`src/rtl/megaram_mem_bridge.sv`:
```
// MegaRAM bus-to-memory bridge: turns cartridge read/write strobes into a single
// memory-controller request per strobe, with wait-state insertion and an access timeout.
module megaram_mem_bridge #(
    parameter logic [7:0] TIMEOUT_CYC = 8'd255
) (
    input  logic        clk,
    input  logic        reset_n,
    input  logic        cart_ena,
    input  logic        ram_ena,
    input  logic [22:0] mem_addr,
    input  logic        rd_n,
    input  logic        wr_n,
    input  logic [7:0]  cdin,
    output logic [7:0]  cdout,
    output logic        cdout_oe,
    output logic        wait_n,
    output logic        mem_req,
    output logic        mem_we,
    output logic [22:0] mem_addr_o,
    output logic [7:0]  mem_wdata,
    input  logic        mem_ack,
    input  logic [7:0]  mem_rdata,
    output logic        timeout_err
);

    typedef enum logic [1:0] {
        IDLE = 2'd0,
        REQ  = 2'd1,
        HOLD = 2'd2
    } state_t;

    state_t      state_q;
    logic        is_rd_q;
    logic [7:0]  cnt_q;
    logic [7:0]  cdout_q;
    logic        wait_n_q;
    logic        mem_req_q;
    logic        mem_we_q;
    logic [22:0] mem_addr_q;
    logic [7:0]  mem_wdata_q;
    logic        timeout_err_q;

    always_ff @(posedge clk or negedge reset_n) begin
        if (!reset_n) begin
            state_q       <= IDLE;
            is_rd_q       <= 1'b0;
            cnt_q         <= '0;
            cdout_q       <= '1;
            wait_n_q      <= 1'b1;
            mem_req_q     <= 1'b0;
            mem_we_q      <= 1'b0;
            mem_addr_q    <= '0;
            mem_wdata_q   <= '0;
            timeout_err_q <= 1'b0;
        end else begin
            case (state_q)
                IDLE: begin
                    if (cart_ena && (!rd_n || !wr_n)) begin
                        cnt_q <= '0;
                        if (!rd_n) begin
                            is_rd_q    <= 1'b1;
                            mem_addr_q <= mem_addr;
                            mem_we_q   <= 1'b0;
                            mem_req_q  <= 1'b1;
                            wait_n_q   <= 1'b0;
                            state_q    <= REQ;
                        end else if (ram_ena) begin
                            is_rd_q     <= 1'b0;
                            mem_addr_q  <= mem_addr;
                            mem_wdata_q <= cdin;
                            mem_we_q    <= 1'b1;
                            mem_req_q   <= 1'b1;
                            wait_n_q    <= 1'b0;
                            state_q     <= REQ;
                        end else begin
                            // Bank-register write: the mapper handles it, memory is untouched.
                            is_rd_q <= 1'b0;
                            state_q <= HOLD;
                        end
                    end
                end
                REQ: begin
                    cnt_q <= cnt_q + 8'd1;
                    if (mem_ack) begin
                        mem_req_q <= 1'b0;
                        wait_n_q  <= 1'b1;
                        if (is_rd_q) cdout_q <= mem_rdata;
                        state_q <= HOLD;
                    end else if (cnt_q == TIMEOUT_CYC - 8'd1) begin
                        // mem_req has now been high for TIMEOUT_CYC cycles.
                        mem_req_q     <= 1'b0;
                        wait_n_q      <= 1'b1;
                        timeout_err_q <= 1'b1;
                        if (is_rd_q) cdout_q <= 8'hFF;
                        state_q <= HOLD;
                    end
                end
                HOLD: begin
                    if (rd_n && wr_n) state_q <= IDLE;
                end
                default: state_q <= IDLE;
            endcase
        end
    end

    assign cdout       = cdout_q;
    assign cdout_oe    = (state_q == HOLD) && is_rd_q && !rd_n && cart_ena;
    assign wait_n      = wait_n_q;
    assign mem_req     = mem_req_q;
    assign mem_we      = mem_we_q;
    assign mem_addr_o  = mem_addr_q;
    assign mem_wdata   = mem_wdata_q;
    assign timeout_err = timeout_err_q;

endmodule

```
`config.mk`:
```
export PLATFORM = sky130hd
export DESIGN_NAME = megaram_mem_bridge
export DESIGN_NICKNAME = d
export VERILOG_FILES = /design/src/rtl/megaram_mem_bridge.sv
export SDC_FILE = /design/constraint.sdc
export NUM_CORES = 1
export LEC_CHECK = 0
export BUFFER_PORTS_ARGS = -buffer_cell sky130_fd_sc_hd__buf_2
export CORE_MARGIN = 8
export CORE_UTILIZATION = 35
export DETAILED_ROUTE_END_ITERATION = 8
export PLACE_DENSITY = 0.71
export SLEW_MARGIN = 5
export SYNTH_ARGS = -nofsm -noshare
export SYNTH_HDL_FRONTEND = slang
export SYNTH_SLANG_ARGS = --single-unit
```
`constraint.sdc`:
```
create_clock -name clk -period 2.6 [get_ports clk]
set_input_delay 0.13 -clock clk [delete_from_list [all_inputs] [get_ports clk]]
set_output_delay 0.13 -clock clk [all_outputs]
set_load 0.1 [all_outputs]
```
==> results of run 1 <==
[worst paths after layout]
check	end	cells after the start
setup / recovery	mem_addr_o[17]	4
hold / removal	mem_addr_o[19]	1
setup reg to reg	mem_addr_o[17]	4
hold reg to reg	cdout[4]	2
max in group asynchronous	cdout[1]	2
min in group clk	mem_addr_o[8]	2
[worst max-delay path, cell delays in order, from the launching register on]
cell and delay, ns:
dfrtp_1 0.48, or3b_4 0.47, a21oi_4 0.33, buf_12 0.24, mux2_4 0.32
[cell usage after synthesis (3+ instances only)]
cell / n
mux2_2: 16
a21oi_1: 10
a22o_1: 3
nand2b_1: 4
mux2_4: 16
o22ai_1: 9
dfstp_2: 9
dfrtp_1: 45
inv_1: 16
nand3_1: 3
[cell type report]
cell class,instances,area share
sequential,54,0.4485
multi-input combinational,100,0.3035
timing repair buffer,92,0.1582
tap,80,0.03295
clock buffer,5,0.02265
inverter,16,0.01977
clock inverter,3,0.01442
[registers in the layout, indices dropped and copies added, names as in the netlist]
signal       count
mem_we           1
mem_wdata        8
mem_req          1
timeout_err      1
is_rd_q          1
mem_addr_o      23
wait_n           1
state_q          2
cnt_q            8
cdout            8
[stage by stage]
step	setup WS [ns]	instance area, µm²
global route	0.5506	3038
CTS	0.6430	3038
floorplan	0.2269	2407
detailed placement	0.6450	2925
finish	0.6584	3038
global placement	0.6830	2925
[routing by layer]
layer | vias to the layer above | share of wire | track usage
met5 | - | 0 | 0
met3 | 4 | 0.081 | 0.04792
met1 | 829 | 0.43 | 0.1323
li1 | 816 | - | -
met2 | 59 | 0.47 | 0.1798
met4 | 0 | 0.014 | 0.04604
[logic make-up after synthesis]
family	after synthesis
xor gates and xnor gates	2
and+or+nand+nor	24
DFF	54
adders and majority gates	2
AOI/OAI and AO/OA	39
buffers and inverters	23
muxes	33
==> results_dict.tcl, run 1 <==
set metrics [dict create \
    postCtsHoldBufs 0 \
    core_area_um2 6719 \
    rows 30 \
    grt_pass1_wl_mm 8.859 \
    synth-adder-area-share 0.01042 \
    cts_inserted_buffers 5 \
    regArea_um2 1363 \
    cts.repair.resized 0 \
    layout_common_cells "buf_2, dfrtp_1, inv_1, mux2_2, mux2_4" \
    drtAntennaViolNets 0 \
    cp_max_fo 18 \
    yosys.area.top_type "dfrtp_1" \
    worst_ep_arrival_time_ns 2.14 \
    startpoint "state_q[0]" \
    r2r_start "state_q[0]" \
    final_common_cell "buf_2" \
    syn-cell-area_um2 2401 \
    critPathKind "register to register" \
    die_w_um 98.83 \
    r2r_slack_ns 0.66 \
    postCtsSetupRepairBufs 0 \
    end_kind "register" \
    relSlewSlack 0.3206 \
    grt_use_total 0.1136 \
    final_cell_count_no_fill 350 \
    fillers 597 \
    dpl.hpwl_mm 4.155 \
    cts_tree "yes" \
    synth_top_area_share 0.4690 \
    ys_seq_area_frac 0.5675 \
    synthArstFlopShare 1.000 \
    synth_edf_count 0 \
    place.port_buffers 89 \
    grt_max_degree 48 \
    area_delta_synth_final_pct 26.52 \
    holdCritPathClass "input port to asynchronous set/reset pin" \
    ys.flop_type "dfrtp_1" \
    synth_top_family_by_area "multiplexers" \
    final-hold-violation-count 4 \
    synthXorXnorAreaFrac 0.007295 \
    synth.distinct_cells 46 \
    drive_gt1_frac 0.5444 \
    dr.pass1.iters 4 \
    synthSimpleGateAreaFrac 0.07035 \
    period_needed_ns 1.942 \
    grt_overflow_total 0 \
    die_area_um2 9766 \
    gp_congestion 0.7581 \
    synth_compound_area_frac 0.1141 \
    status "finished, violations left" \
    synth-seq-cells 54 \
    vias_per_cell 4.880 \
    synth_fp_nets 225 \
    antenna_cells 0 \
    crit_required_ns 2.79 \
    clock_path_buffers 2 \
    synth_area_per_cell_um2 13.57 \
    finClkSkew_ns 0.005992 \
    drc 0 \
    drv_cap 0 \
    yosysWarnings 0 \
    start_kind "register" \
    synthMuxAreaShare 0.1793 \
    dp_cells 342 \
    violations "hold timing" \
    multiInputGateArea_um2 922.1 \
    synthTopCellsByArea "dfrtp_1, mux2_4, dfstp_2" \
    tightest_slew_ns 1.019 \
    grt_pass1_vias 1827 \
    fin_util 0.4521 \
    antenna_found_initial 0 \
    insertion_delay_ns 0.31 \
    num_vias 1708 \
    clk_pin_slew_ns 0.09 \
    hold_slack_ns -0.006797 \
    start_util 0.3574 \
    h-tree-depth 2 \
    syn_inst 177 \
    period_share 0.7468 \
    drv_slew 0 \
    wl_per_cell_um 15.53 \
    fp.dieH_um 98.83 \
    cts_root_buffer "clkbuf_8" \
    rsz0062_at_grt "false" \
    layout.nets 317 \
    routed_wl_mm 5.435 \
    clock-sinks 54 \
    drtIter0Drc 39 \
    ios 90 \
    finalSetupTns_ns 0 \
    clock.fmax_mhz 515.0 \
    setup_violations 0 \
]
Power of run 1 is left out: the tool's default activity adds up to more than one toggle a clock period on the data nets, which glitch-free logic cannot reach.
==> inputs of run 2 (changes only) <==
==> constraint.sdc (replaced) <==
create_clock -name clk -period 1.88 [get_ports clk]
set_input_delay 0.094 -clock clk [delete_from_list [all_inputs] [get_ports clk]]
set_output_delay 0.094 -clock clk [all_outputs]
set_load 0.1 [all_outputs]
==> run 2 against run 1 <==
  * The run now ends clean
  * Critical path type is now register to primary output
  * Worst setup slack got worse by 0.54 ns
  * Global-route usage increased by 0.27 points
  * Non-clock buffer count increased by 12
  * First-iteration DRC count increased by 120%
  * Highest routed layer unchanged
  * Sequential share of layout area decreased by 1.5 points
  * Utilization increased by 1.5 points
  * Clock skew increased by 0.0033 ns
==> results_dict.tcl, run 2 (synthesis results as in run 1) <==
set metrics [dict create \
    die_area_um2 9766 \
    drv_slew 0 \
    crit_required_ns 1.79 \
    layout_common_cells "buf_2, dfrtp_1, inv_1, mux2_2, mux2_4" \
    cts_root_buffer "clkbuf_8" \
    tightest_slew_ns 0.6880 \
    postCtsSetupRepairBufs 0 \
    area_delta_synth_final_pct 30.85 \
    start_util 0.3574 \
    antenna_found_initial 0 \
    rows 30 \
    layout.nets 329 \
    largest_reg_flops 23 \
    drive_gt1_frac 0.5319 \
    fp.dieH_um 98.83 \
    holdCritPathClass "input port to register" \
    layout_setup_ws_ns 0.1158 \
    clk_pin_slew_ns 0.10 \
    clock-sinks 54 \
    grt_pass1_wl_mm 9.287 \
    vias_per_cell 4.870 \
    cts_inserted_buffers 5 \
    drc 0 \
    period_share 0.9384 \
    grt_use_total 0.1163 \
    ios 90 \
    grt_util_met2 0.1881 \
    num_vias 1763 \
    final-hold-violation-count 0 \
    cp_max_fo 9 \
    fillers 614 \
    end_kind "primary output" \
    cts_tree "yes" \
    dr.pass1.iters 4 \
    gp_congestion 0.8091 \
    grtUsageMet3 0.04440 \
    routed_wl_mm 5.651 \
    place.port_buffers 89 \
    finClkSkew_ns 0.009312 \
    grt_max_degree 55 \
    die_w_um 98.83 \
    grt_pass1_vias 1870 \
    core_area_um2 6719 \
    grt.busiest_layer "met2" \
    finalSetupTns_ns 0 \
    drtAntennaViolNets 0 \
    start_kind "register" \
    relSlewSlack 0.5413 \
    status "completed" \
    insertion_delay_ns 0.31 \
    grt.met1_usage 0.1352 \
    hold_slack_ns 0.01277 \
    clock.fmax_mhz 566.8 \
    critPathKind "register to primary output" \
    antenna_cells 0 \
    rsz0062_at_grt "false" \
    cts.repair.resized 0 \
    wl_per_cell_um 15.61 \
    period_needed_ns 1.764 \
    fin_util 0.4676 \
    setup_violations 0 \
    drv_cap 0 \
    grt_overflow_total 0 \
    dpl.hpwl_mm 4.178 \
    worst_ep_arrival_time_ns 1.67 \
    h-tree-depth 2 \
    dpl_worst_slack_ns 0.1676 \
    final_common_cell "buf_2" \
    clock_path_buffers 2 \
    drtIter0Drc 85 \
]
run 2: metal layers:
| metal | vias up | part of all wire | wire length, µm |
|---|---|---|---|
| met4 | 0 | 0.016 | 92 |
| met3 | 8 | 0.077 | 433 |
| met5 | - | 0 | 0 |
| li1 | 841 | - | - |
| met1 | 855 | 0.43 | 2409 |
| met2 | 59 | 0.48 | 2716 |
run 2: final cells by class:
cell class              count  area (µm²)  share of cell area
well taps                  80       100.1             0.03186
repair buffers            104       578.1              0.1840
flip-flops and latches     54        1363              0.4337
inverters                  16       60.06             0.01912
clock inverters             2       37.54             0.01195
clock buffers               6       72.57             0.02310
multi-input cells         100       930.9              0.2963
run 2: worst max-delay path, stage by stage (launching register included):
cell     delay [ns]
dfrtp_1        0.37
buf_4          0.16
nand2_1        0.09
nor4b_4        0.27
buf_2          0.47
run 2: path summary, 6_finish.rpt:
path | slack (ns) | end | startpoint | cells after the start
max | 0.12 | cdout_oe | state_q[1] | 4
min | 0.01 | mem_addr_o[16] | mem_addr[16] | 2
max reg2reg | 0.17 | mem_addr_o[2] | state_q[0] | 4
min reg2reg | 0.47 | cdout[5] | cdout[5] | 2
max in group asynchronous | 0.98 | cnt_q[4] | reset_n | 3
min in group asynchronous | 0.44 | mem_addr_o[16] | reset_n | 3
run 2: through the flow:
| stage | area [µm²] | cells |
|---|---|---|
| 2_1_floorplan | 2416 | 177 |
| 3_3_place_gp | 2952 | 346 |
| 3_5_place_dp | 2952 | 346 |
| 4_1_cts | 3122 | 360 |
| 5_1_grt | 3142 | 362 |
| 6_report | 3142 | 362 |
run 2: what timing repair did:
item,in CTS,in global routing
endpoints found under the setup margin,0,0
hold endpoints to repair,50,2
hold buffers,6,2
Power of run 2 is left out for the same reason.
